===== src/rtl/byteswap_arbiter.sv =====
// byteswap_arbiter: round-robin arbiter of two valid/ready requesters onto one
// 32-bit byte-reversal unit, with a registered single-entry output stage.
// Ports:
//   clk, reset            - clock, synchronous active-high reset
//   in0_*/in1_*           - requester valid/data/ready handshakes
//   cfg_swap              - 1 = byte-reverse accepted word, 0 = pass through
//   out_valid/data/src    - registered result, its source requester
//   out_ready             - downstream accept
//   acc_cnt0/acc_cnt1     - per-requester accept counters (wrap)
module byteswap_arbiter #(
    parameter int CNT_W = 8
) (
    input  logic             clk,
    input  logic             reset,
    input  logic             in0_valid,
    input  logic [31:0]      in0_data,
    output logic             in0_ready,
    input  logic             in1_valid,
    input  logic [31:0]      in1_data,
    output logic             in1_ready,
    input  logic             cfg_swap,
    output logic             out_valid,
    output logic [31:0]      out_data,
    output logic             out_src,
    input  logic             out_ready,
    output logic [CNT_W-1:0] acc_cnt0,
    output logic [CNT_W-1:0] acc_cnt1
);
    typedef enum logic {EMPTY = 1'b0, FULL = 1'b1} state_t;
    state_t      state, state_nx;
    logic        last_grant, grant, can_accept, accept;
    logic [31:0] sel_data, res_data;
    always_comb begin
        grant      = (in0_valid && in1_valid) ? !last_grant : in1_valid;
        // a held result draining this cycle frees the stage for a same-cycle refill
        can_accept = (state == EMPTY) || out_ready;
        accept     = can_accept && (in0_valid || in1_valid);
        in0_ready  = accept && !grant;
        in1_ready  = accept && grant;
        sel_data   = grant ? in1_data : in0_data;
        res_data   = cfg_swap ? {sel_data[7:0], sel_data[15:8], sel_data[23:16], sel_data[31:24]} : sel_data;
        state_nx   = accept ? FULL : (out_ready ? EMPTY : state);
        out_valid  = (state == FULL);
    end
    always_ff @(posedge clk) begin
        if (reset) begin
            state      <= EMPTY;
            out_data   <= '0;
            out_src    <= 1'b0;
            last_grant <= 1'b1;
            acc_cnt0   <= '0;
            acc_cnt1   <= '0;
        end else begin
            state <= state_nx;
            if (accept) begin
                out_data   <= res_data;
                out_src    <= grant;
                last_grant <= grant;
                if (grant) acc_cnt1 <= acc_cnt1 + CNT_W'(1);
                else acc_cnt0 <= acc_cnt0 + CNT_W'(1);
            end
        end
    end
endmodule

===== config.mk =====
export PLATFORM = sky130hd
export DESIGN_NAME = byteswap_arbiter
export DESIGN_NICKNAME = d
export VERILOG_FILES = /design/src/rtl/byteswap_arbiter.sv
export SDC_FILE = /design/constraint.sdc
export NUM_CORES = 1
export LEC_CHECK = 0
export BUFFER_PORTS_ARGS = -buffer_cell sky130_fd_sc_hd__buf_2
export CAP_MARGIN = 20
export CELL_PAD_IN_SITES_DETAIL_PLACEMENT = 0
export CELL_PAD_IN_SITES_GLOBAL_PLACEMENT = 1
export CORE_MARGIN = 1.5
export CORE_UTILIZATION = 32
export CTS_BUF_LIST = sky130_fd_sc_hd__clkbuf_8 sky130_fd_sc_hd__clkbuf_16
export CTS_CLUSTER_DIAMETER = 50
export CTS_CLUSTER_SIZE = 24
export DETAILED_ROUTE_END_ITERATION = 12
export PLACE_DENSITY = 0.8
export SLEW_MARGIN = 30
export SYNTH_ARGS = -nofsm -noshare
export SYNTH_HDL_FRONTEND = slang
export SYNTH_SLANG_ARGS = --single-unit

===== constraint.sdc =====
create_clock -name clk -period 1.9 [get_ports clk]
set_input_delay 0.38 -clock clk [delete_from_list [all_inputs] [get_ports clk]]
set_output_delay 0.38 -clock clk [all_outputs]
set_load 0.02 [all_outputs]

# After elaboration in Yosys (flattened, before gate mapping)
# Index checks and enable logic that the tools add are counted.
word_totals:
  reg_bits: 51
  out_inout_bits: 52
  elab_cells: 26
  inputBits: 70
op_classes:
  n_addsub: 2
  n_bitwise: 2
  muxes: 5
  n_reduce_logical: 11
ops:
  columns: ["op", "count"]
  rows:
  - ["$mux 32", 2]
  - ["$add 8x1->8 const B", 2]
  - ["$logic_and 1x1->1", 4]
  - ["$reduce_and 2->1", 2]
  - ["$mux 1", 3]
  - ["$logic_not 1->1", 2]
  - ["$logic_or 1x1->1", 2]
  - ["$not 1->1", 2]
  - ["$reduce_bool 2->1", 1]

# Depth between registers and ports, before layout
# Gate-level depths: netlist of the first run.
depth:
  word_depth: 4
  ltp_mapped: 7
  ltp_nobuf: 5

# Least setup slack after synthesis of the first run
# OpenSTA, ideal clock, no wires.
synth_timing:
  path_kind: "input -> register"
  start: "in in0_valid"
  end: "reg acc_cnt1[1]"
  cell_stages: 7
  arrival_ns: 1.681
  setup_ns: 0.127
  required_time_ns: 1.773
  path_buffers: 3
  path_slack_ns: 0.091
  cell_sequence: "buf_6 > a21bo_1 > buf_6 > buf_6 > nor2_1 > mux2i_1 > nor2_1"
synth_between:
  elab_chain_len: 3
  word_cells_on_any_way: 5
  classes_between: "mux: 1; reduce/logical: 4"
synth_lines:
  columns: ["item", "line", "rtl"]
  rows:
  - ["start: declaration", "15", "input logic in0_valid,"]
  - ["$logic_and 1x1->1 / $logic_or 1x1->1 (equally long branches)", "34, 37", null]
  - ["$mux 1 / $logic_and 1x1->1 (equally long branches)", "34, 37", null]
  - ["$reduce_and 2->1 (no source line) *", null, null]
  - ["end signal: assignment", "59", "if (grant) acc_cnt1 <= acc_cnt1 + CNT_W'(1);"]
  - ["end: declaration", "27", "output logic [CNT_W-1:0] acc_cnt1"]
# Every way passes the cells marked *; elsewhere a longest branch is shown, timed or not.
# A chain may end at the register's enable or synchronous reset.

# Final worst setup path of the first run
layout_timing:
  start: "reg last_grant"
  end: "out in1_ready"
layout_between:
  elab_chain_len: 3
layout_lines:
  columns: ["item", "line", "rtl"]
  rows:
  - ["start: declaration", "31", "logic last_grant, grant, can_accept, accept;"]
  - ["start signal: assignment", "58", "last_grant <= grant;"]
  - ["$logic_not 1->1", "34", "grant = (in0_valid && in1_valid) ? !last_grant : in1_valid;"]
  - ["$mux 1", "34", null]
  - ["$logic_and 1x1->1", "39", "in1_ready = accept && grant;"]
  - ["end: declaration", "20", "output logic in1_ready,"]
# No other way between the ends.

==> results.yml, run 1 <==
timing:
  tightestPinTransition_ns: 0.5089
  fin_skew_ns: 0.007091
  rsz0062_at_grt: "no"
  hold_viol_final: 0
  fin_ws_ns: 0.1235
  relSlewSlack: 0.6520
  setup_tns_ns: 0
  fin_crit_sh: 0.9350
  max_freq_ghz: 0.5629
  period_minus_slack_ns: 1.777
  slew_viol_final: 0
  setup_viol: 0
synthesis:
  synthArstFlopShare: 0
  synth_edf_count: 0
  syn_inst: 211
  synthesis.nets: 283
  synth_cell_types: 32
  synth_area_per_cell_um2: 12.51
  netlist_area_um2: 2639
  ys_warn_count: 0
  synth_ff_type: "dfxtp_1"
  synth_seq_area_share: 0.3869
  ys_ff_latch: 51
routing:
  dr.pass1.iters: 4
  ant_nets: 0
  vias: 2316
  wl_per_cell_um: 16.23
  wl_mm: 7.044
  drc_errors: 0
  viasPerCell: 5.336
  drt_iter0_drc: 83
clock_tree:
  cts_hold_buf: 0
  insertion_delay_ns: 0.30
  cts_max_level: 2
  cts_setup_buffers: 0
  clk_pin_slew_ns: 0.10
  cts_root_buf: "clkbuf_8"
  cts-buffers-inserted: 5
  clkSinkCount: 51
  cts_buffer_depth: 2
  cts_tree: "yes"
critical_path:
  crit_path_end_kind: "output port"
  r2r-end: "out_data[20]$_SDFFE_PP0P_"
  cp.arrival_ns: 1.40
  crit_start: "last_grant$_SDFFE_PP1P_"
  rr_worst_depth: 4
  reg2reg_setup_slack_ns: 0.24
  crit_path_max_fanout: 19
  worstSetupPathType: "reg2out"
  r2r-start: "last_grant$_SDFFE_PP1P_"
  required_ns: 1.52
  start_kind: "flop"
place:
  place_worst_setup_slack_ns: 0.1033
  dp_hpwl_mm: 5.250
  io_buffers: 121
  place_congestion: 0.7365
global_routing:
  antenna_found_initial: 0
  overflow: 0
  grt_pass1_vias: 2237
  grt_usage: 0.1599
  grt_pass1_wl_mm: 11.08
  grt_max_degree: 33
min_path:
  hold_start: "in0_valid"
  hold_end: "out_valid$_SDFFE_PP0P_"
  whs_path_depth: 3
  hp-class: "in2reg"
job:
  drv_cap: 0
pwr:
  peakVddDrop_mv: 0.2763
  leakage_nw: 1.607
  powerDensity_nw_per_um2: 702.6
cells_and_area:
  drive_above_1_share: 0.5030
  area_growth_pct: 32.91
  nets: 403
  n_antenna_cell: 0
floorplan:
  die_x_um: 93.81
  core_um2: 7848
  fp-row-count: 32
  die_h_um: 93.81
  dieArea_um2: 8800
  io_pins: 122
  start_util: 0.3363
run_status:
  status: "completed"
-- worst max-delay path by stage --
| stage | to | cells past startpoint |
|---|---|---|
| 4_1_cts | in1_ready | 4 |
| 5_1_grt | in1_ready | 4 |
| 2_1_floorplan | acc_cnt1[1]$_SDFFE_PP0P_ | 7 |
| 6_report | in1_ready | 4 |
| 3_3_place_gp | out_data[22]$_SDFFE_PP0P_ | 5 |
| 3_5_place_dp | out_data[20]$_SDFFE_PP0P_ | 5 |
-- worst max-delay path: stages, from the launching register on --
cell     delay [ns]
dfxtp_2        0.38
a21bo_1        0.21
buf_12         0.17
nor2_1         0.15
buf_2          0.19
-- layout make-up --
class,instances,area [µm²]
Clock buffer,5,68.82
Fill cell,781,4340
Multi-Input combinational cell,141,1534
Timing Repair Buffer,131,730.7
Sequential cell,51,1022
Tap cell,102,127.6
Inverter,1,3.754
Clock inverter,3,20.02
-- layout by cell type, fill, tap and decap left out, types with 6 or more instances in the layout --
master / instances
buf_2: 121
xor2_1: 7
dfxtp_1: 50
nand4_1: 10
a22o_1: 32
buf_4: 6
mux4_1: 9
mux4_2: 23
nor2_1: 20
xnor2_1: 6
-- cell families after synthesis --
family | Yosys count | share of synthesized area
xor gates and xnor gates | 13 | 0.04315
AOI/OAI and AO/OA | 40 | 0.1271
DFF | 51 | 0.3869
muxes | 34 | 0.2935
adders and majority gates | 2 | 0.009482
and+or+nand+nor | 52 | 0.1000
buffers and inverters | 19 | 0.03983
-- cell usage after synthesis (all sizes together) (2+ instances only) --
| library cell | n | area, µm² |
|---|---|---|
| nand2 | 4 | 15.01 |
| clkbuf | 13 | 48.80 |
| mux4 | 32 | 754.5 |
| ha | 2 | 25.02 |
| mux2i | 2 | 20.02 |
| nor2 | 21 | 78.83 |
| nor4 | 3 | 18.77 |
| and3 | 2 | 12.51 |
| nand3 | 3 | 15.01 |
| xor2 | 7 | 61.31 |
| xnor2 | 6 | 52.55 |
| nor2b | 2 | 12.51 |
| nand4 | 10 | 62.56 |
| dfxtp | 51 | 1021 |
| a21oi | 3 | 15.01 |
| a22o | 32 | 280.3 |
| buf | 5 | 52.55 |
-- metrics by stage --
stage               std cells  hold slack, ns  area (µm²)    util  power, mW
global placement          426          0.4575        3415  0.4351      1.847
floorplan                 211          0.5386        2639       -      1.616
global route              434          0.4813        3507  0.4469      2.606
finish                    434          0.4813        3507  0.4469      2.464
CTS                       434          0.4769        3503  0.4464      2.499
detailed placement        426          0.4649        3415  0.4351      1.859
-- state kept, by name (all words and copies together), names as in the netlist --
name        cells
out_valid       1
acc_cnt1        8
last_grant      1
out_data       32
out_src         1
acc_cnt0        8
-- timing repair --
item,4_1_cts,5_1_grt
endpoints found under the hold margin,0,0
setup endpoints to repair,0,1
resized for setup,0,2
-- report_power, final --
group	internal [mW]	switching (mW)	leakage, nW	total, mW
clock network	0.257	0.376	0.0402	0.633
logic	0.318	0.313	1.15	0.631
registers	1.15	0.0525	0.419	1.20
-- per-layer routing --
| metal | part of all wire | vias up | GRT usage |
|---|---|---|---|
| li1 | - | 1085 | - |
| met1 | 0.43 | 1142 | 0.1991 |
| met2 | 0.48 | 87 | 0.2802 |
| met3 | 0.085 | 2 | 0.04126 |
| met4 | 0.0053 | 0 | 0.02985 |
| met5 | 0 | - | 0 |
(Power assumes the default switching activity.)
==> inputs of run 2 (changes only) <==
REMOVE_ABC_BUFFERS = 1   (was unset)
==> run 2 against run 1 <==
- via count down 0.73%
- final cell count up 0.23%
- final area up 0.46%
- highest routed layer unchanged
- critical endpoint unchanged
- largest cell class unchanged
- critical path type unchanged
- clock-buffer cell count unchanged
- hold slack worse by 0.15 ns
- clock skew down 0.0016 ns
==> results.yml, run 2 (synthesized netlist as in run 1, its figures left out) <==
run_status:
  status: "completed"
floorplan:
  start_util: 0.3363
  die_x_um: 93.81
  dieArea_um2: 8800
  die_h_um: 93.81
  io_pins: 122
  core_um2: 7848
  fp-row-count: 32
timing:
  setup_viol: 0
  fin_ws_ns: 0.08798
  fin_skew_ns: 0.005530
  slew_viol_final: 0
  hold_viol_final: 0
  period_minus_slack_ns: 1.812
  max_freq_ghz: 0.5519
  tightestPinTransition_ns: 0.5240
  rsz0062_at_grt: "no"
  relSlewSlack: 0.6416
  fin_crit_sh: 0.9537
global_routing:
  overflow: 0
  grt_pass1_vias: 2256
  grt_max_degree: 33
  antenna_found_initial: 0
  grt_pass1_wl_mm: 11.47
  grt_usage: 0.1662
clock_tree:
  insertion_delay_ns: 0.30
  cts_hold_buf: 0
  cts_buffer_depth: 2
  cts-buffers-inserted: 5
  clk_pin_slew_ns: 0.10
  clkSinkCount: 51
  cts_tree: "yes"
  cts_max_level: 2
  cts_root_buf: "clkbuf_8"
  cts_setup_buffers: 0
  cts_resized: 0
cells_and_area:
  regMostFlops: "out_data"
  n_antenna_cell: 0
  largest_reg_flops: 32
  stdcell_area_um2: 3523
  nets: 404
  final-seq-area_um2: 1021
  final_cell_mix: "121 x buf_2, 51 x dfxtp_1, 32 x a22o_1, 23 x mux4_2, 20 x nor2_1"
  drive_above_1_share: 0.4985
  reg_top3: "out_data: 32 flops, acc_cnt0: 8 flops, acc_cnt1: 8 flops"
  final_common_cell: "buf_2"
  nFillCells: 759
  area_growth_pct: 33.52
  final_core_util: 0.4490
  multi_input_area_um2: 1531
routing:
  ant_nets: 0
  drc_errors: 0
  vias: 2299
  dr_wl_met3_um: 628
  dr_wl_met2_mm: 3.383
  viasPerCell: 5.285
  drt-met1-wl_mm: 3.174
  wl_per_cell_um: 16.62
  dr.pass1.iters: 4
  topRoutingLayerUsed: "met4"
  drt_iter0_drc: 70
  wl_mm: 7.229
critical_path:
  critPathTopFamily: "flip-flops"
  required_ns: 1.52
  cp_slowest_stage_delay_ns: 0.40
  worstSetupPathType: "reg2out"
  cpMaxStageDelayCell: "dfxtp_1"
  cp.arrival_ns: 1.43
  cp_cell_sequence: "a21bo_1 > buf_12 > nor2_1 > buf_2"
  crit_path_max_fanout: 19
  start_kind: "flop"
  crit_path_end_kind: "output port"
  crit_buf_inv: 2
place:
  place_worst_setup_slack_ns: 0.08529
  placed_area_um2: 3435
  place_congestion: 0.7850
  io_buffers: 121
  dp_hpwl_mm: 5.342
pwr:
  leakage_nw: 1.615
  powerDensity_nw_per_um2: 702.1
  peakVddDrop_mv: 0.3239
job:
  drv_cap: 0
min_path:
  hp-class: "in2reg"
-- run 2: cell types whose count changed in the layout (fill, tap and decap cells not counted) --
cell / change
buf_12: +1
dfxtp_2: -1
nor2b_2: -1
nor2b_1: +1
dfxtp_1: +1
-- run 2: path summary, 6_finish.rpt --
| check | start | to | slack (ns) | cells after the start |
|---|---|---|---|---|
| worst max-delay path | last_grant$_SDFFE_PP1P_ | in1_ready | 0.09 | 4 |
| worst min-delay path | reset | acc_cnt1[2]$_SDFFE_PP0P_ | 0.33 | 2 |
| worst max register to register | last_grant$_SDFFE_PP1P_ | out_data[18]$_SDFFE_PP0P_ | 0.15 | 4 |
| worst min register to register | out_data[28]$_SDFFE_PP0P_ | out_data[28]$_SDFFE_PP0P_ | 0.48 | 1 |
-- run 2: through the flow --
stage               hold slack [ns]  std cells  power [mW]  setup TNS [ns]
global placement             0.4549        427       1.854               0
global route                 0.3241        435       2.611               0
finish                       0.3338        435       2.474               0
CTS                          0.3200        435       2.510               0
detailed placement           0.4597        427       1.868               0
floorplan                    0.4491        193       1.581          -26.85
-- run 2: worst reg2reg max path: stages, from the launching register on --
cell     delay [ns]
dfxtp_1        0.48
a21bo_1        0.19
buf_12         0.19
mux4_1         0.58
a22o_1         0.20
-- run 2: report_power, final --
| part | internal (mW) | switching, mW | leakage (nW) | total (mW) |
|---|---|---|---|---|
| Combinational | 0.324 | 0.315 | 1.16 | 0.639 |
| Sequential | 1.15 | 0.0518 | 0.419 | 1.20 |
| Clock | 0.257 | 0.379 | 0.0402 | 0.636 |
| Total | 1.73 | 0.746 | 1.62 | 2.47 |
-- run 2: cell type report --
cell class,count,area share
clock inverter,3,0.005682
sequential,51,0.2898
tap,102,0.03622
multi-input combinational,141,0.4347
clock buffer,5,0.01953
inverter,1,0.001065
timing repair buffer,132,0.2131
-- run 2: per-layer routing --
metal  global-route usage  vias up
met1               0.2150     1116
li1                     -     1084
met5                    0        -
met3              0.03722        4
met4              0.03358        0
met2               0.2844       95
==> inputs of run 3 (changes only) <==
CELL_PAD_IN_SITES_DETAIL_PLACEMENT = unset   (was 0)
CELL_PAD_IN_SITES_GLOBAL_PLACEMENT = unset   (was 1)
CORE_UTILIZATION = 35   (was 32)
PLACE_DENSITY = 0.69   (was 0.8)
==> run 3 against run 2 <==
- sequential power hardly changed
- die area is 8.3% lower
- clock-buffer cell count stayed put
- first-iteration DRC count is 30% higher
- critical path type unchanged
- critical endpoint unchanged
- largest power group unchanged
- highest routed layer unchanged
==> results.yml, run 3 (synthesized netlist as in run 1, its figures left out) <==
run_status:
  status: "completed"
place:
  io_buffers: 121
  dp_hpwl_mm: 5.081
  place_worst_setup_slack_ns: 0.06954
  place_congestion: 0.7897
critical_path:
  worstSetupPathType: "reg2out"
  start_kind: "flop"
  crit_path_max_fanout: 19
  reg2reg_setup_slack_ns: 0.27
  required_ns: 1.52
  crit_path_end_kind: "output port"
  cp_slowest_stage_delay_ns: 0.37
  cp.arrival_ns: 1.40
  cpMaxStageDelayCell: "dfxtp_2"
  cp_cell_sequence: "a21bo_1 > buf_12 > nor2_1 > buf_2"
  crit_buf_inv: 2
  critPathTopFamily: "flip-flops"
global_routing:
  grt_max_degree: 33
  grt_pass1_wl_mm: 11.08
  grt.busiest_layer: "met2"
  grt_usage: 0.1704
  grt_pass1_vias: 2184
  met3_usage: 0.04061
  antenna_found_initial: 0
  grt_use_met1: 0.2225
  overflow: 0
  grtUsageMet2: 0.2856
timing:
  fin_ws_ns: 0.1170
  tightestPinTransition_ns: 0.5349
  setup_viol: 0
  relSlewSlack: 0.6342
  fin_crit_sh: 0.9384
  rsz0062_at_grt: "no"
  slew_viol_final: 0
  fin_skew_ns: 0.008323
  hold_viol_final: 0
  max_freq_ghz: 0.5609
  period_minus_slack_ns: 1.783
clock_tree:
  cts_buffer_depth: 2
  cts_hold_buf: 0
  cts_max_level: 2
  cts-buffers-inserted: 5
  clk_pin_slew_ns: 0.09
  cts_resized: 0
  cts_root_buf: "clkbuf_8"
  cts_setup_buffers: 0
  clkSinkCount: 51
  insertion_delay_ns: 0.30
  cts_tree: "yes"
routing:
  drc_errors: 0
  viasPerCell: 5.454
  ant_nets: 0
  wl_per_cell_um: 15.87
  drt_iter0_drc: 91
  vias: 2356
  dr.pass1.iters: 4
  wl_mm: 6.856
floorplan:
  io_pins: 122
  core_um2: 7292
  die_h_um: 89.83
  fp-row-count: 31
  die_x_um: 89.83
  dieArea_um2: 8069
  start_util: 0.3619
cells_and_area:
  reg_top3: "out_data: 32 flops, acc_cnt0: 8 flops, acc_cnt1: 8 flops"
  final_cell_mix: "121 x buf_2, 50 x dfxtp_1, 32 x a22o_1, 23 x mux4_2, 20 x nor2_1"
  regMostFlops: "out_data"
  nets: 404
  drive_above_1_share: 0.4985
  n_antenna_cell: 0
  largest_reg_flops: 32
  final_common_cell: "buf_2"
  area_growth_pct: 32.81
pwr:
  leakage_nw: 1.615
  powerDensity_nw_per_um2: 697.9
  power_mw: 2.446
  peakVddDrop_mv: 0.3210
job:
  drv_cap: 0
min_path:
  hp-class: "in2reg"
run 3: stage by stage:
stage	hold WS, ns	setup TNS [ns]	area, µm²	instances	util
2_1_floorplan	0.4491	-26.85	2537	193	-
6_report	0.4791	0	3505	432	0.4806
3_3_place_gp	0.4550	0	3418	424	0.4688
4_1_cts	0.4614	0	3503	432	0.4804
5_1_grt	0.4868	0	3505	432	0.4806
3_5_place_dp	0.4579	0	3418	424	0.4688
run 3: area by class of cell:
class	count	area [µm²]
fillers	694	3787
multi-input cells	141	1531
flip-flops and latches	51	1022
repair buffers	132	738.2
well taps	99	123.9
clock buffers	5	68.82
clock inverters	3	16.27
inverters	1	3.754
run 3: report_power, final:
group | switching (mW) | total (mW) | leakage (nW) | internal (mW)
combinational | 0.312 | 0.633 | 1.15 | 0.321
sequential | 0.0506 | 1.20 | 0.419 | 1.15
clock | 0.362 | 0.615 | 0.0453 | 0.253
total | 0.725 | 2.45 | 1.62 | 1.72
run 3: worst reg2reg max path, stage by stage, from the launching register on:
cell and delay, ns:
dfxtp_2 0.41, a21bo_1 0.17, buf_12 0.19, mux4_1 0.58
a22o_1 0.19
run 3: final timing paths:
| check | from | end | cells after the start |
|---|---|---|---|
| worst min register to register | out_data[28]$_SDFFE_PP0P_ | out_data[28]$_SDFFE_PP0P_ | 1 |
| worst min-delay path | in1_valid | last_grant$_SDFFE_PP1P_ | 4 |
| worst max register to register | last_grant$_SDFFE_PP1P_ | out_data[21]$_SDFFE_PP0P_ | 4 |
| worst max-delay path | last_grant$_SDFFE_PP1P_ | in1_ready | 4 |
run 3: layer usage:
layer / part of all wire / vias up
li1: - / 1088
met1: 0.44 / 1143
met2: 0.48 / 116
met3: 0.071 / 9
met4: 0.0095 / 0
met5: 0 / -
